[config.mk]
export PLATFORM = sky130hd
export DESIGN_NAME = gemm_loop_counter
export DESIGN_NICKNAME = d
export VERILOG_FILES = /design/src/rtl/gemm_loop_counter.sv
export SDC_FILE = /design/constraint.sdc
export NUM_CORES = 1
export LEC_CHECK = 0
export BUFFER_PORTS_ARGS = -buffer_cell sky130_fd_sc_hd__buf_2
export CAP_MARGIN = 20
export CORE_MARGIN = 10
export CORE_UTILIZATION = 45
export DETAILED_ROUTE_END_ITERATION = 16
export MAX_ROUTING_LAYER = met4
export PLACE_DENSITY = 0.7
export SKIP_CTS_REPAIR_TIMING = 1
export SKIP_LAST_GASP = 1
export SYNTH_ARGS = -nofsm -noshare
export SYNTH_HDL_FRONTEND = slang
export SYNTH_SLANG_ARGS = --single-unit
export TNS_END_PERCENT = 50
[constraint.sdc]
create_clock -name clk -period 2.1 [get_ports clk]
set_input_delay 0.105 -clock clk [delete_from_list [all_inputs] [get_ports clk]]
set_output_delay 0.105 -clock clk [all_outputs]
set_load 0.1 [all_outputs]
[src/rtl/gemm_loop_counter.sv]
// Nested loop counter for GEMM tile sequencing. Level 0 is the innermost loop.
// Each level has a runtime bound latched at start; levels carry upward on wrap.
module gemm_loop_counter #(
    parameter int NUM_LEVELS = 3,
    parameter int CNT_WIDTH  = 4
) (
    input  logic                             clk,
    input  logic                             rst,
    input  logic                             start_i,
    input  logic                             en_i,
    input  logic                             abort_i,
    input  logic                             mode_i,
    input  logic [NUM_LEVELS*CNT_WIDTH-1:0]  bound_i,
    output logic [NUM_LEVELS*CNT_WIDTH-1:0]  cnt_o,
    output logic [NUM_LEVELS-1:0]            wrap_o,
    output logic                             last_o,
    output logic                             done_o,
    output logic                             busy_o,
    output logic [1:0]                       dbg_state
);

    // Handshake: inputs are sampled on every rising edge; start_i is accepted only
    // in IDLE/DONE, en_i/abort_i only in RUN, and abort_i wins over en_i.

    typedef enum logic [1:0] {
        IDLE = 2'd0,
        RUN  = 2'd1,
        DONE = 2'd2
    } state_t;

    localparam logic [CNT_WIDTH-1:0] ONE = CNT_WIDTH'(1);

    state_t                          state;
    state_t                          state_next;
    logic [NUM_LEVELS*CNT_WIDTH-1:0] cnt_q;
    logic [NUM_LEVELS*CNT_WIDTH-1:0] bound_q;
    logic                            mode_q;
    logic                            done_q;
    logic                            step;
    logic                            load;
    logic [NUM_LEVELS-1:0]           carry;
    logic [NUM_LEVELS-1:0]           at_bound;
    logic [NUM_LEVELS-1:0]           wrap;

    // State register
    always_ff @(posedge clk or posedge rst) begin
        if (rst) begin
            state <= IDLE;
        end else begin
            state <= state_next;
        end
    end

    // Next-state logic
    always_comb begin
        state_next = state;
        case (state)
            IDLE: begin
                if (start_i) state_next = RUN;
            end
            RUN: begin
                if (abort_i) begin
                    state_next = IDLE;
                end else if (wrap[NUM_LEVELS-1]) begin
                    state_next = mode_q ? RUN : DONE;
                end
            end
            DONE: begin
                state_next = start_i ? RUN : IDLE;
            end
            default: state_next = IDLE;
        endcase
    end

    // Output / control decode
    always_comb begin
        busy_o = (state == RUN);
        step   = (state == RUN) && en_i && !abort_i;
        load   = (state != RUN) && start_i;
    end

    // Carry chain: level k steps when all lower levels are at bound and stepping.
    always_comb begin
        logic acc;
        acc      = step;
        carry    = '0;
        at_bound = '0;
        wrap     = '0;
        for (int k = 0; k < NUM_LEVELS; k++) begin
            at_bound[k] = (cnt_q[k*CNT_WIDTH +: CNT_WIDTH] == bound_q[k*CNT_WIDTH +: CNT_WIDTH]);
            carry[k]    = acc;
            acc         = acc && at_bound[k];
            wrap[k]     = acc;
        end
    end

    always_ff @(posedge clk or posedge rst) begin
        if (rst) begin
            cnt_q   <= '0;
            bound_q <= '0;
            mode_q  <= 1'b0;
            done_q  <= 1'b0;
        end else begin
            done_q <= wrap[NUM_LEVELS-1];
            if (load) begin
                cnt_q   <= '0;
                bound_q <= bound_i;
                mode_q  <= mode_i;
            end else if ((state == RUN) && (abort_i || wrap[NUM_LEVELS-1])) begin
                cnt_q <= '0;
            end else begin
                for (int k = 0; k < NUM_LEVELS; k++) begin
                    if (carry[k]) begin
                        cnt_q[k*CNT_WIDTH +: CNT_WIDTH] <= at_bound[k] ? '0
                            : cnt_q[k*CNT_WIDTH +: CNT_WIDTH] + ONE;
                    end
                end
            end
        end
    end

    assign cnt_o     = cnt_q;
    assign wrap_o    = wrap;
    assign last_o    = wrap[NUM_LEVELS-1];
    assign done_o    = done_q;
    assign dbg_state = state;

endmodule

# Word-level counts from Yosys, hierarchy flattened
# Cells that the tools add are included.
# classes
addsub	3
eq_ne	8
n_mux	14
n_reduce_logical	14
# ops
operator	n
2-to-1 mux 12 bit	2
2-to-1 mux 4 bit	6
adder 4 x 1 -> 4 bit (second input constant)	3
== test 4 bit	3
nonzero test 3 bit	3
2-to-1 mux 2 bit	4
logical AND 1 bit	7
case mux 2 bit (3 select lines)	1
inequality test 3 bit (second input constant)	1
== test 2 x 1 -> 1 bit (second input constant)	1
== test 2 bit (second input constant)	1
zero test 2 bit	1
inequality test 2 x 1 -> 1 bit (second input constant)	1
inequality test 2 bit (second input constant)	1
AND reduction 2 bit	1
zero test 1 bit	1
logical OR 1 bit	1
2-to-1 mux 1 bit	1
# totals
ff_bits	28
word_cells	46

# Longest topological paths before layout
# logic_depth
ltp_word	10
mapped_depth	6

# Worst setup path after synthesis
# No wires, ideal clock.
# synth_timing
kind	register to output
startpoint	register cnt_q[1] (netlist: cnt_o[1])
endpoint	output port wrap_o[2]
arrival_ns	2.988
t_required_ns	1.995
setup_slack_ns	-0.993
stages_incl_launch_ff	7
n_path_buf	2
path_cell_list	dfrtp_1 > xor2_1 > nor4_4 > buf_2 > nand4_1 > inv_1 > buf_4
# synth_via
elab_chain_cells	4
# synth_lines
element	line_no	rtl
from (decl)	35	logic [NUM_LEVELS*CNT_WIDTH-1:0] cnt_q;
from (signal, indexed assignment)	114	cnt_q[k*CNT_WIDTH +: CNT_WIDTH] <= at_bound[k] ? '0
== test 4 bit	90	at_bound[k] = (cnt_q[k*CNT_WIDTH +: CNT_WIDTH] == bound_q[k*CNT_WIDTH +: CNT_WIDTH]);
logical AND 1 bit (3 in a row)	92	acc = acc && at_bound[k];
to (decl)	15	output logic [NUM_LEVELS-1:0] wrap_o,
# No other way between the ends.

# Worst setup path in the final report
# layout_timing
startpoint	register cnt_q[1] (netlist: cnt_o[1])
endpoint	output port last_o
# layout_via
elab_chain_cells	4
# layout_lines
element	line_no	rtl
== test 4 bit	90	
logical AND 1 bit (3 in a row)	92	
to (decl)	16	output logic last_o,
# No other way between the ends.

==> flow_summary_export.csv <==
group,metric,value,unit
outcome,status,"complete, but fails checks",
outcome,violations,"negative setup slack",
timing,hold_violations,0,
synthesis,yosysSeqAreaShare,0.498,
die,floorplan.initialDensity,0.465,
place,dp_hpwl,2.53,mm
run,cap_violations,0,
timing,rsz0062_at_grt,"true",
detailed_routing,routedWlPerCell,16.0,µm
clocking,cts_tree,"built",
place,dp.cells,204,
power_and_ir_drop,ir_drop,0.000517,V
timing,drv_slew,0,
synthesis,syn_inst,119,
synthesis,async_reset_ff_frac,1.00,
critical_path,rrSetupSlack,10,ps
synthesis,synthSimpleGateAreaFrac,0.168,
die,fp-row-count,20,
global_routing,grt_first_pass_wirelength,5.66,mm
clocking,cts_inserted_buffers,3,
critical_path,r2r_start,"cnt_o[1]",
synthesis,synth_fp_nets,140,
synthesis,yosysMostFrequentCell,"dfrtp_1",
synthesis,yosysTopAreaCell,"dfrtp_1",
clocking,clock_path_buffers,2,
synthesis,yosys_warnings,0,
critical_path,cp_top_family,"flip-flops",
synthesis,ys_seq_elements,28,
detailed_routing,dr.pass1.iters,4,
timing,fin_crit,2150,ps
critical_path,path_max_fanout,5,
detailed_routing,antenna_left,0,
cells_and_area,n_antenna_cell,0,
critical_path,required,2000,ps
critical_path,startpoint,"cnt_o[1]",
detailed_routing,drcViolationCount,0,
power_and_ir_drop,power.density,689,nW/µm²
timing,fmax,466,MHz
timing,skew,7.35,ps
die,die_w,75.9,µm
die,io_pins,38,
global_routing,use_met3,0.0212,
hold_path,min_path_type,"in2reg",
power_and_ir_drop,power.leakage,1.02,nW
synthesis,synth_xor_area_frac,0.0996,
detailed_routing,drtIter0Drc,81,
clocking,htreeDepth,1,
hold_path,min_from,"bound_i[5]",
synthesis,synthAdderAreaFrac,0.0267,
synthesis,ys_top_cells_by_area,"dfrtp_1 50%, mux2_2 10%, xor2_1 10%",
critical_path,slowest_delay,540,ps
global_routing,antenna_found_initial,0,
critical_path,arrival,2040,ps
synthesis,synth_ff_type,"dfrtp_1",
synthesis,synth_top_family_by_area,"simple AND/OR/NAND/NOR gates",
clocking,cts_root_buffer,"clkbuf_4",
global_routing,overflow,0,
global_routing,grt_pass1_vias,1179,
critical_path,critPathKind,"reg2out",
critical_path,worstSetupEndpointType,"output pin",
critical_path,crit_chain,"xor2_2, nor4_4, buf_6, nand4_1, clkinvlp_4, buf_12",
place,pre_cts_slack,87.3,ps
synthesis,synth_cell_types,34,
cells_and_area,fin_nets,214,
timing,worst_pin_slew,503,ps
detailed_routing,wirelength,3.78,mm
timing,setup-tns-final,-102,ps
synthesis,muxShareOfSynthArea,0.111,
cells_and_area,n_fill_cell,202,
die,die_h,75.9,µm
timing,setup_viol,3,
cells_and_area,layout-drive-gt1-share,0.563,
global_routing,met1_usage,0.147,
global_routing,grt_usage,0.118,
die,core_area,3030,µm²
clocking,cts_sinks,28,
detailed_routing,vias,1201,
global_routing,gr-max-usage-layer,"met2",
cells_and_area,final_area,2170,µm²
global_routing,grtUsageMet2,0.190,
place,place_congestion,0.840,
critical_path,worstSetupStartpointType,"register",
critical_path,cpMaxStageDelayCell,"dfrtp_4",
clocking,clock_latency,330,ps
cells_and_area,area_growth,54.0,%
synthesis,synth_edf_count,0,
cells_and_area,fin_cells,236,
timing,period_share,1.02,
critical_path,cp.buffers_inverters,3,
synthesis,netlist_top_cells_count,"28 x dfrtp_1, 16 x xor2_1, 13 x mux2_2, 11 x nor2_1, 5 x inv_1",
timing,timing.final.ws_setup,-45.4,ps
synthesis,synth_compound_area_frac,0.0676,
die,dieArea,5770,µm²
place,placed_area,1840,µm²
timing,relSlewSlack,0.667,
global_routing,grt_max_degree,29,
synthesis,syn_avg_cell_area,11.8,µm²
clocking,path_clk_slew,170,ps
detailed_routing,drt-vias-per-instance,5.09,
synthesis,synth_top_area_frac,0.498,
place,io_buffers,37,
synthesis,synth_area,1410,µm²
where the power goes:
group / total [mW] / internal, mW / switching (mW)
combinational: 0.459 / 0.212 / 0.246
clock: 0.368 / 0.193 / 0.175
sequential: 0.666 / 0.608 / 0.0581
total: 1.49 / 1.01 / 0.479
stage by stage:
step                 util  power, mW  hold WS [ps]
global placement    0.607       1.05           185
global route        0.716       1.55        -0.805
floorplan               -      0.970           170
finish              0.716       1.49          7.72
detailed placement  0.607       1.06           194
CTS                 0.624       1.42          -188
registers in the layout, summed over array words and instances (netlist names):
register	count
done_o	1
dbg_state	2
bound_q	12
mode_q	1
cnt_o	12
cells by family after synthesis:
kind of cell,count (synthesis)
and+or+nand+nor,36
DFF,28
xor gates and xnor gates,16
muxes,14
AOI/OAI and AO/OA,13
buffers and inverters,9
adders and majority gates,3
worst reg2reg max path, cell delays in order, from the launching register on:
cell and delay (ps):
dfrtp_4 540, xor2_2 170, nor4_4 320, buf_4 160, nand2_2 80, or4_4 520
a221oi_2 220
final cells by class:
class	count	area (µm²)	area share
clock inverters	1	30.0	0.0139
inverters	5	26.3	0.0121
repair buffers	73	552	0.255
multi-input cells	82	743	0.343
clock buffers	3	22.5	0.0104
well taps	44	55.1	0.0254
flip-flops and latches	28	738	0.341
layer usage:
layer	wire, µm	vias up
met4	35	0
met5	0	-
met1	1850	589
li1	-	564
met2	1730	44
met3	157	4
worst paths after layout:
check	end	cells past startpoint
setup reg to reg	cnt_o[7]	6
hold reg to reg	dbg_state[1]	1
hold / removal	bound_q[5]	2
min in group asynchronous	bound_q[3]	4
max in group asynchronous	cnt_o[5]	4
setup / recovery	last_o	6
placed cells by master (no fill, tap or decap), types with 2 or more instances in the layout:
master / instances
buf_2: 33
buf_4: 22
xor2_1: 14
dfrtp_1: 14
dlygate4sd3_1: 13
nor2_1: 10
mux2_4: 8
dfrtp_4: 8
dfrtp_2: 6
mux2_2: 5
nand4_1: 4
a21oi_1: 4
buf_12: 4
inv_1: 3
o21ai_0: 3
nand2_1: 3
ha_1: 3
clkbuf_4: 3
clkinvlp_4: 2
xor2_2: 2
nor3_1: 2
a221oi_2: 2
(Power assumes the default switching activity.)
